==> config.mk <==
export PLATFORM = sky130hd
export DESIGN_NAME = code_loader
export DESIGN_NICKNAME = d
export VERILOG_FILES = /design/src/rtl/code_loader_pkg.sv /design/src/rtl/code_loader.sv
export SDC_FILE = /design/constraint.sdc
export NUM_CORES = 1
export LEC_CHECK = 0
export ABC_AREA = 0
export ABC_CLOCK_PERIOD_IN_PS = 2000
export BUFFER_PORTS_ARGS = -buffer_cell sky130_fd_sc_hd__buf_2
export CORE_ASPECT_RATIO = 1.25
export CORE_MARGIN = 5
export CORE_UTILIZATION = 49
export CTS_CLUSTER_SIZE = 14
export DETAILED_ROUTE_END_ITERATION = 10
export GPL_TIMING_DRIVEN = 0
export HOLD_SLACK_MARGIN = 0.02
export PLACE_DENSITY_LB_ADDON = 0.2
export SETUP_SLACK_MARGIN = 0.5
export SLEW_MARGIN = 40
export SYNTH_ARGS = -nofsm -noshare
export SYNTH_HDL_FRONTEND = slang
export SYNTH_SLANG_ARGS = --single-unit
export TNS_END_PERCENT = 5
==> constraint.sdc <==
create_clock -name clk -period 2 [get_ports clk]
set_clock_uncertainty 0.2 [all_clocks]
set_input_delay 0.1 -clock clk [delete_from_list [all_inputs] [get_ports clk]]
set_output_delay 0.1 -clock clk [all_outputs]
set_load 0.01 [all_outputs]
==> src/rtl/code_loader_pkg.sv <==
// code_loader_pkg: loader state encodings and size constants shared by the loader.
// Rev 1.0
`default_nettype none

package code_loader_pkg;

  localparam int LD_MAX_WORDS = 512;
  localparam int LD_LEN_W     = 10;

  typedef enum logic [3:0] {
    LD_IDLE    = 4'd0,
    LD_LEN_HI  = 4'd1,
    LD_LEN_LO  = 4'd2,
    LD_DATA_HI = 4'd3,
    LD_DATA_LO = 4'd4,
    LD_WRITE   = 4'd5,
    LD_CSUM    = 4'd6,
    LD_RUN     = 4'd7,
    LD_ERROR   = 4'd8
  } ld_state_e;

  // States in which a stream byte can be consumed.
  function automatic logic ld_takes_byte(input ld_state_e s);
    case (s)
      LD_LEN_HI, LD_LEN_LO, LD_DATA_HI, LD_DATA_LO, LD_CSUM: ld_takes_byte = 1'b1;
      default:                                               ld_takes_byte = 1'b0;
    endcase
  endfunction

  function automatic logic ld_in_frame(input ld_state_e s);
    ld_in_frame = ld_takes_byte(s) || (s == LD_WRITE);
  endfunction

endpackage

`default_nettype wire

==> src/rtl/code_loader.sv <==
// code_loader: frames a length-prefixed byte stream into 16-bit code-memory writes,
// verifies an XOR checksum and raises run on success. Rev 1.0
`default_nettype none

module code_loader
  import code_loader_pkg::*;
#(
  parameter int ADDR_W    = 9,
  parameter int WORD_W    = 16,
  parameter int MAX_WORDS = LD_MAX_WORDS
) (
  input  logic              clk,
  input  logic              rst,
  input  logic              load,
  input  logic [7:0]        rx_data,
  input  logic              rx_valid,
  output logic              rx_ready,
  output logic              code_w_en,
  output logic [ADDR_W-1:0] code_addr_in,
  output logic [WORD_W-1:0] code_in,
  output logic              run,
  output logic              busy,
  output logic              error,
  output logic [9:0]        words_loaded
);

  ld_state_e             state_q, state_d;
  logic [7:0]            len_hi_q, len_hi_d;
  logic [LD_LEN_W-1:0]   len_q, len_d;
  logic [LD_LEN_W-1:0]   words_q, words_d;
  logic [7:0]            csum_q, csum_d;
  logic [7:0]            hi_q, hi_d;
  logic                  w_en_q, w_en_d;
  logic [ADDR_W-1:0]     addr_q, addr_d;
  logic [WORD_W-1:0]     code_q, code_d;

  logic                  accept;
  logic [15:0]           len_full;
  logic [LD_LEN_W-1:0]   words_inc;

  assign rx_ready     = ld_takes_byte(state_q) & ~load;
  assign accept       = rx_valid & rx_ready;
  assign len_full     = {len_hi_q, rx_data};
  assign words_inc    = words_q + LD_LEN_W'(1);

  assign code_w_en    = w_en_q;
  assign code_addr_in = addr_q;
  assign code_in      = code_q;
  assign run          = (state_q == LD_RUN);
  assign error        = (state_q == LD_ERROR);
  assign busy         = ld_in_frame(state_q);
  assign words_loaded = words_q;

  always_comb begin
    state_d  = state_q;
    len_hi_d = len_hi_q;
    len_d    = len_q;
    words_d  = words_q;
    csum_d   = csum_q;
    hi_d     = hi_q;
    w_en_d   = w_en_q;
    addr_d   = addr_q;
    code_d   = code_q;

    if (load) begin
      state_d  = LD_LEN_HI;
      len_hi_d = '0;
      len_d    = '0;
      words_d  = '0;
      csum_d   = '0;
      hi_d     = '0;
      w_en_d   = 1'b0;
      addr_d   = '0;
      code_d   = '0;
    end else begin
      case (state_q)
        LD_LEN_HI: begin
          if (accept) begin
            len_hi_d = rx_data;
            state_d  = LD_LEN_LO;
          end
        end
        LD_LEN_LO: begin
          if (accept) begin
            if (len_full == 16'd0) begin
              state_d = LD_CSUM;
            end else if (len_full > 16'(MAX_WORDS)) begin
              state_d = LD_ERROR;
            end else begin
              len_d   = len_full[LD_LEN_W-1:0];
              state_d = LD_DATA_HI;
            end
          end
        end
        LD_DATA_HI: begin
          if (accept) begin
            hi_d    = rx_data;
            csum_d  = csum_q ^ rx_data;
            state_d = LD_DATA_LO;
          end
        end
        LD_DATA_LO: begin
          // Strobe, address and word are registered so they are stable for the WRITE cycle.
          if (accept) begin
            csum_d  = csum_q ^ rx_data;
            w_en_d  = 1'b1;
            addr_d  = words_q[ADDR_W-1:0];
            code_d  = WORD_W'({hi_q, rx_data});
            state_d = LD_WRITE;
          end
        end
        LD_WRITE: begin
          w_en_d  = 1'b0;
          words_d = words_inc;
          state_d = (words_inc == len_q) ? LD_CSUM : LD_DATA_HI;
        end
        LD_CSUM: begin
          if (accept) begin
            state_d = (rx_data == csum_q) ? LD_RUN : LD_ERROR;
          end
        end
        default: begin
        end
      endcase
    end
  end

  always_ff @(posedge clk or posedge rst) begin
    if (rst) begin
      state_q  <= LD_IDLE;
      len_hi_q <= '0;
      len_q    <= '0;
      words_q  <= '0;
      csum_q   <= '0;
      hi_q     <= '0;
      w_en_q   <= 1'b0;
      addr_q   <= '0;
      code_q   <= '0;
    end else begin
      state_q  <= state_d;
      len_hi_q <= len_hi_d;
      len_q    <= len_d;
      words_q  <= words_d;
      csum_q   <= csum_d;
      hi_q     <= hi_d;
      w_en_q   <= w_en_d;
      addr_q   <= addr_d;
      code_q   <= code_d;
    end
  end

endmodule

`default_nettype wire
==> reports/summary.txt <==
Clock Path Buffers = 2
Clock Sinks = 74
Number of antenna cells inserted = 0
CTS root buf = clkbuf_8
Final-report setup violation count = 15
Die area = 0.00977 mm2
Number of synthesized flops with an enable pin = 0
Register area = 0.00186 mm2
R2r startpoint = state_q[3]
Synthesized net count = 428
Crit-path max cell delay = 0.56 ns
Ranking of synthesized cells by area = dfrtp_1 (48%), nand2_1 (7.2%), mux2i_1 (7.0%), xnor2_1 (4.3%), nor2_1 (3.5%)
Final wirelength = 10000 um
Arrival time worst endpoint = 2.32 ns
Die H = 109 um
Num rows = 36
Area delta synth->final = 27.1%
Multi-input gate area = 0.00197 mm2
Status = finished, violations left
Crit path required time = 2.02 ns
Critical Path End Type = register
Register area share after synthesis = 0.479
Max Freq = 434 MHz
DIE WIDTH = 89.4 um
WL/cell = 17.0 um
CTS tree = built
Worst VDD drop = 0.668 mV
Worst-Skew Late Latency = 0.34 ns
Num CTS Buffers = 9
Overall power = 3280 uW
#FFs+latches synth = 74
Dpl hpwl = 6490 um
Post-Synthesis Cells = 415
Synth top area share = 0.479
Largest area contributor in the netlist = dfrtp_1
Design Area, Final = 0.00491 mm2
Filler cells = 660
Most frequent cells in the layout = nand2_1 (74), dfrtp_1 (71), buf_2 (49)
Setup WS post-layout = -0.303 ns
Pre-antenna DRT Iters = 4
Syn Std Cell Area = 0.00386 mm2
Clock transition at path regs = 0.08 ns
Commonest non-fill, non-tap cell in the layout = nand2_1
P_leak = 0.00229 uW
Highest net fanout along the worst path = 5
Yosys warns = 0
Utilization after layout = 0.634
Synth Area in Adders = 0.00324
Initial DRC count = 184
Initial core utilization = 0.499
Multiplexer area fraction after synthesis = 0.0699
CTS HTree Levels = 3
Worst path cell trace = or2_4 -> or4bb_4 -> nor4b_4 -> buf_6 -> mux2i_1 -> nor2_1
Syn Area/Cell = 9.31 um2
Final Critical Period = 2.30 ns
Share of layout cells above drive strength 1 = 0.261
Xor/xnor share of the synthesized area = 0.0715
Vias in the first global route = 3180
Placed cell areas = 0.00428 mm2
Synth Flop Type = dfrtp_1
RD Place Congestion = 0.872
Post-placement setup slack = -0.501 ns
CP max-delay cell = or4bb_4
Max transition margin = 0.541
Crit path kind = register to register
CORE AREA = 0.00775 mm2
Worst setup path start = state_q[3]
Worst slew pin tran = 0.688 ns
Post-route DRC violation count = 0
Slew Limit Fails = 0
Pwr dens = 669 mW/mm2
Initial antenna violation count = 0
Synth cell types = 53
Antenna Nets Post-Route = 0
Final period utilization = 1.15
Vias = 3256
Largest family of logic cells by synthesized area = simple AND/OR/NAND/NOR gates
Largest net degree at the start of global routing = 26
# Max-Cap Violations = 0
Simple-Gate Fraction of Synth Area = 0.224
GR Overflow Total = 0
Async set-reset flop share out of synthesis = 1.00
Fin. Hold Viols = 0
Crit start category = register
First-pass GRT wire length = 16200 um
Hold_sp = load
Failing checks = setup timing
RSZ-0062 raised after global routing = yes
Top Ports = 52
Post-synthesis compound-gate area fraction = 0.103
Min-Delay Path Class = primary input to register
Layout Nets = 503
Vias per inst = 5.52
GRT Total Usage = 0.218
Port Buf Inserts = 42
-- timing repair --
| item | CTS | global route |
|---|---|---|
| setup buffers | 7 | 0 |
| pin swaps | 21 | 10 |
| gates resized for setup | 60 | 22 |
| hold endpoints to repair | 115 | 12 |
| endpoints found under the setup margin | 78 | 78 |
| cloned | 1 | 0 |
| hold buffers | 8 | 3 |
-- stage by stage --
| stage | setup TNS (ns) | cells | hold WS (ns) |
|---|---|---|---|
| 2_1_floorplan | -1.97 | 415 | 0.0949 |
| 3_3_place_gp | -14.62 | 552 | 0.185 |
| 3_5_place_dp | -17.46 | 555 | -0.151 |
| 4_1_cts | -3.40 | 587 | -0.181 |
| 5_1_grt | -5.14 | 590 | 0.0125 |
| 6_report | -3.17 | 590 | 0.00610 |
-- layer usage --
layer	global-route usage	part of all wire	wire (um)
met1	0.294	0.45	4480
met2	0.357	0.48	4860
met3	0.0435	0.051	508
met4	0.0596	0.018	181
met5	0	0	0
-- Yosys cell counts, types with 2 or more instances --
master / number
inv_1: 4
buf_4: 4
nor4bb_1: 2
nand2_1: 74
a31oi_1: 4
nor3b_1: 3
a21oi_1: 12
nor2b_1: 4
mux2i_1: 27
nor4_1: 2
and3_1: 12
or2_2: 3
dfrtp_1: 74
xor2_1: 10
nor2_1: 36
o21ai_0: 27
xnor2_1: 19
nand4_1: 8
nor3_1: 8
nand3_1: 9
and4_1: 2
nand3b_1: 3
buf_2: 7
clkbuf_1: 22
buf_6: 2
o22ai_1: 2
a21o_1: 9
-- power breakdown --
| group | switching [uW] | internal, uW |
|---|---|---|
| sequential | 42.4 | 1540 |
| clock | 592 | 652 |
| combinational | 257 | 201 |
-- kinds of logic (layout without fill, tap and decap cells) --
family                     after synthesis  after routing
AOI/OAI and AO/OA                       65             65
xor gates and xnor gates                30             30
adders and majority gates                1              1
buffers and inverters                   40            120
DFF                                     74             74
muxes                                   27             27
and+or+nand+nor                        178            178
-- registers in the layout, summed over array words and instances, names as in the netlist --
| signal | cells |
|---|---|
| code_in | 16 |
| code_addr_in | 9 |
| state_q | 4 |
| words_loaded | 10 |
| len_hi_q | 8 |
| code_w_en | 1 |
| csum_q | 8 |
| hi_q | 8 |
| len_q | 10 |
-- final cells by class --
class	count	share of cell area
multi-input cells	301	0.401
flip-flops and latches	74	0.378
repair buffers	64	0.0943
plain buffers	35	0.0553
clock buffers	11	0.0308
well taps	95	0.0242
clock inverters	5	0.0125
inverters	5	0.00459
-- path summary, 6_finish.rpt --
path                                   endpoint  slack (ns)  cells after the start
worst max-delay path                   len_q[6]       -0.30                      6
worst min-delay path                len_hi_q[4]       0.006                      3
worst max register to register         len_q[6]       -0.30                      6
worst min register to register      len_hi_q[5]        0.28                      2
max in group asynchronous       words_loaded[1]        0.99                      5
min in group asynchronous       words_loaded[7]        0.03                      3
-- worst max-delay path, delay by kind of cell, from the launching register on --
family / cells / cell delay (ns)
buffers and inverters: 1 / 0.18
AND/OR/NAND/NOR: 4 / 1.21
multiplexers: 1 / 0.18
flip-flops: 1 / 0.39
Power figures use the tool's default switching activity.
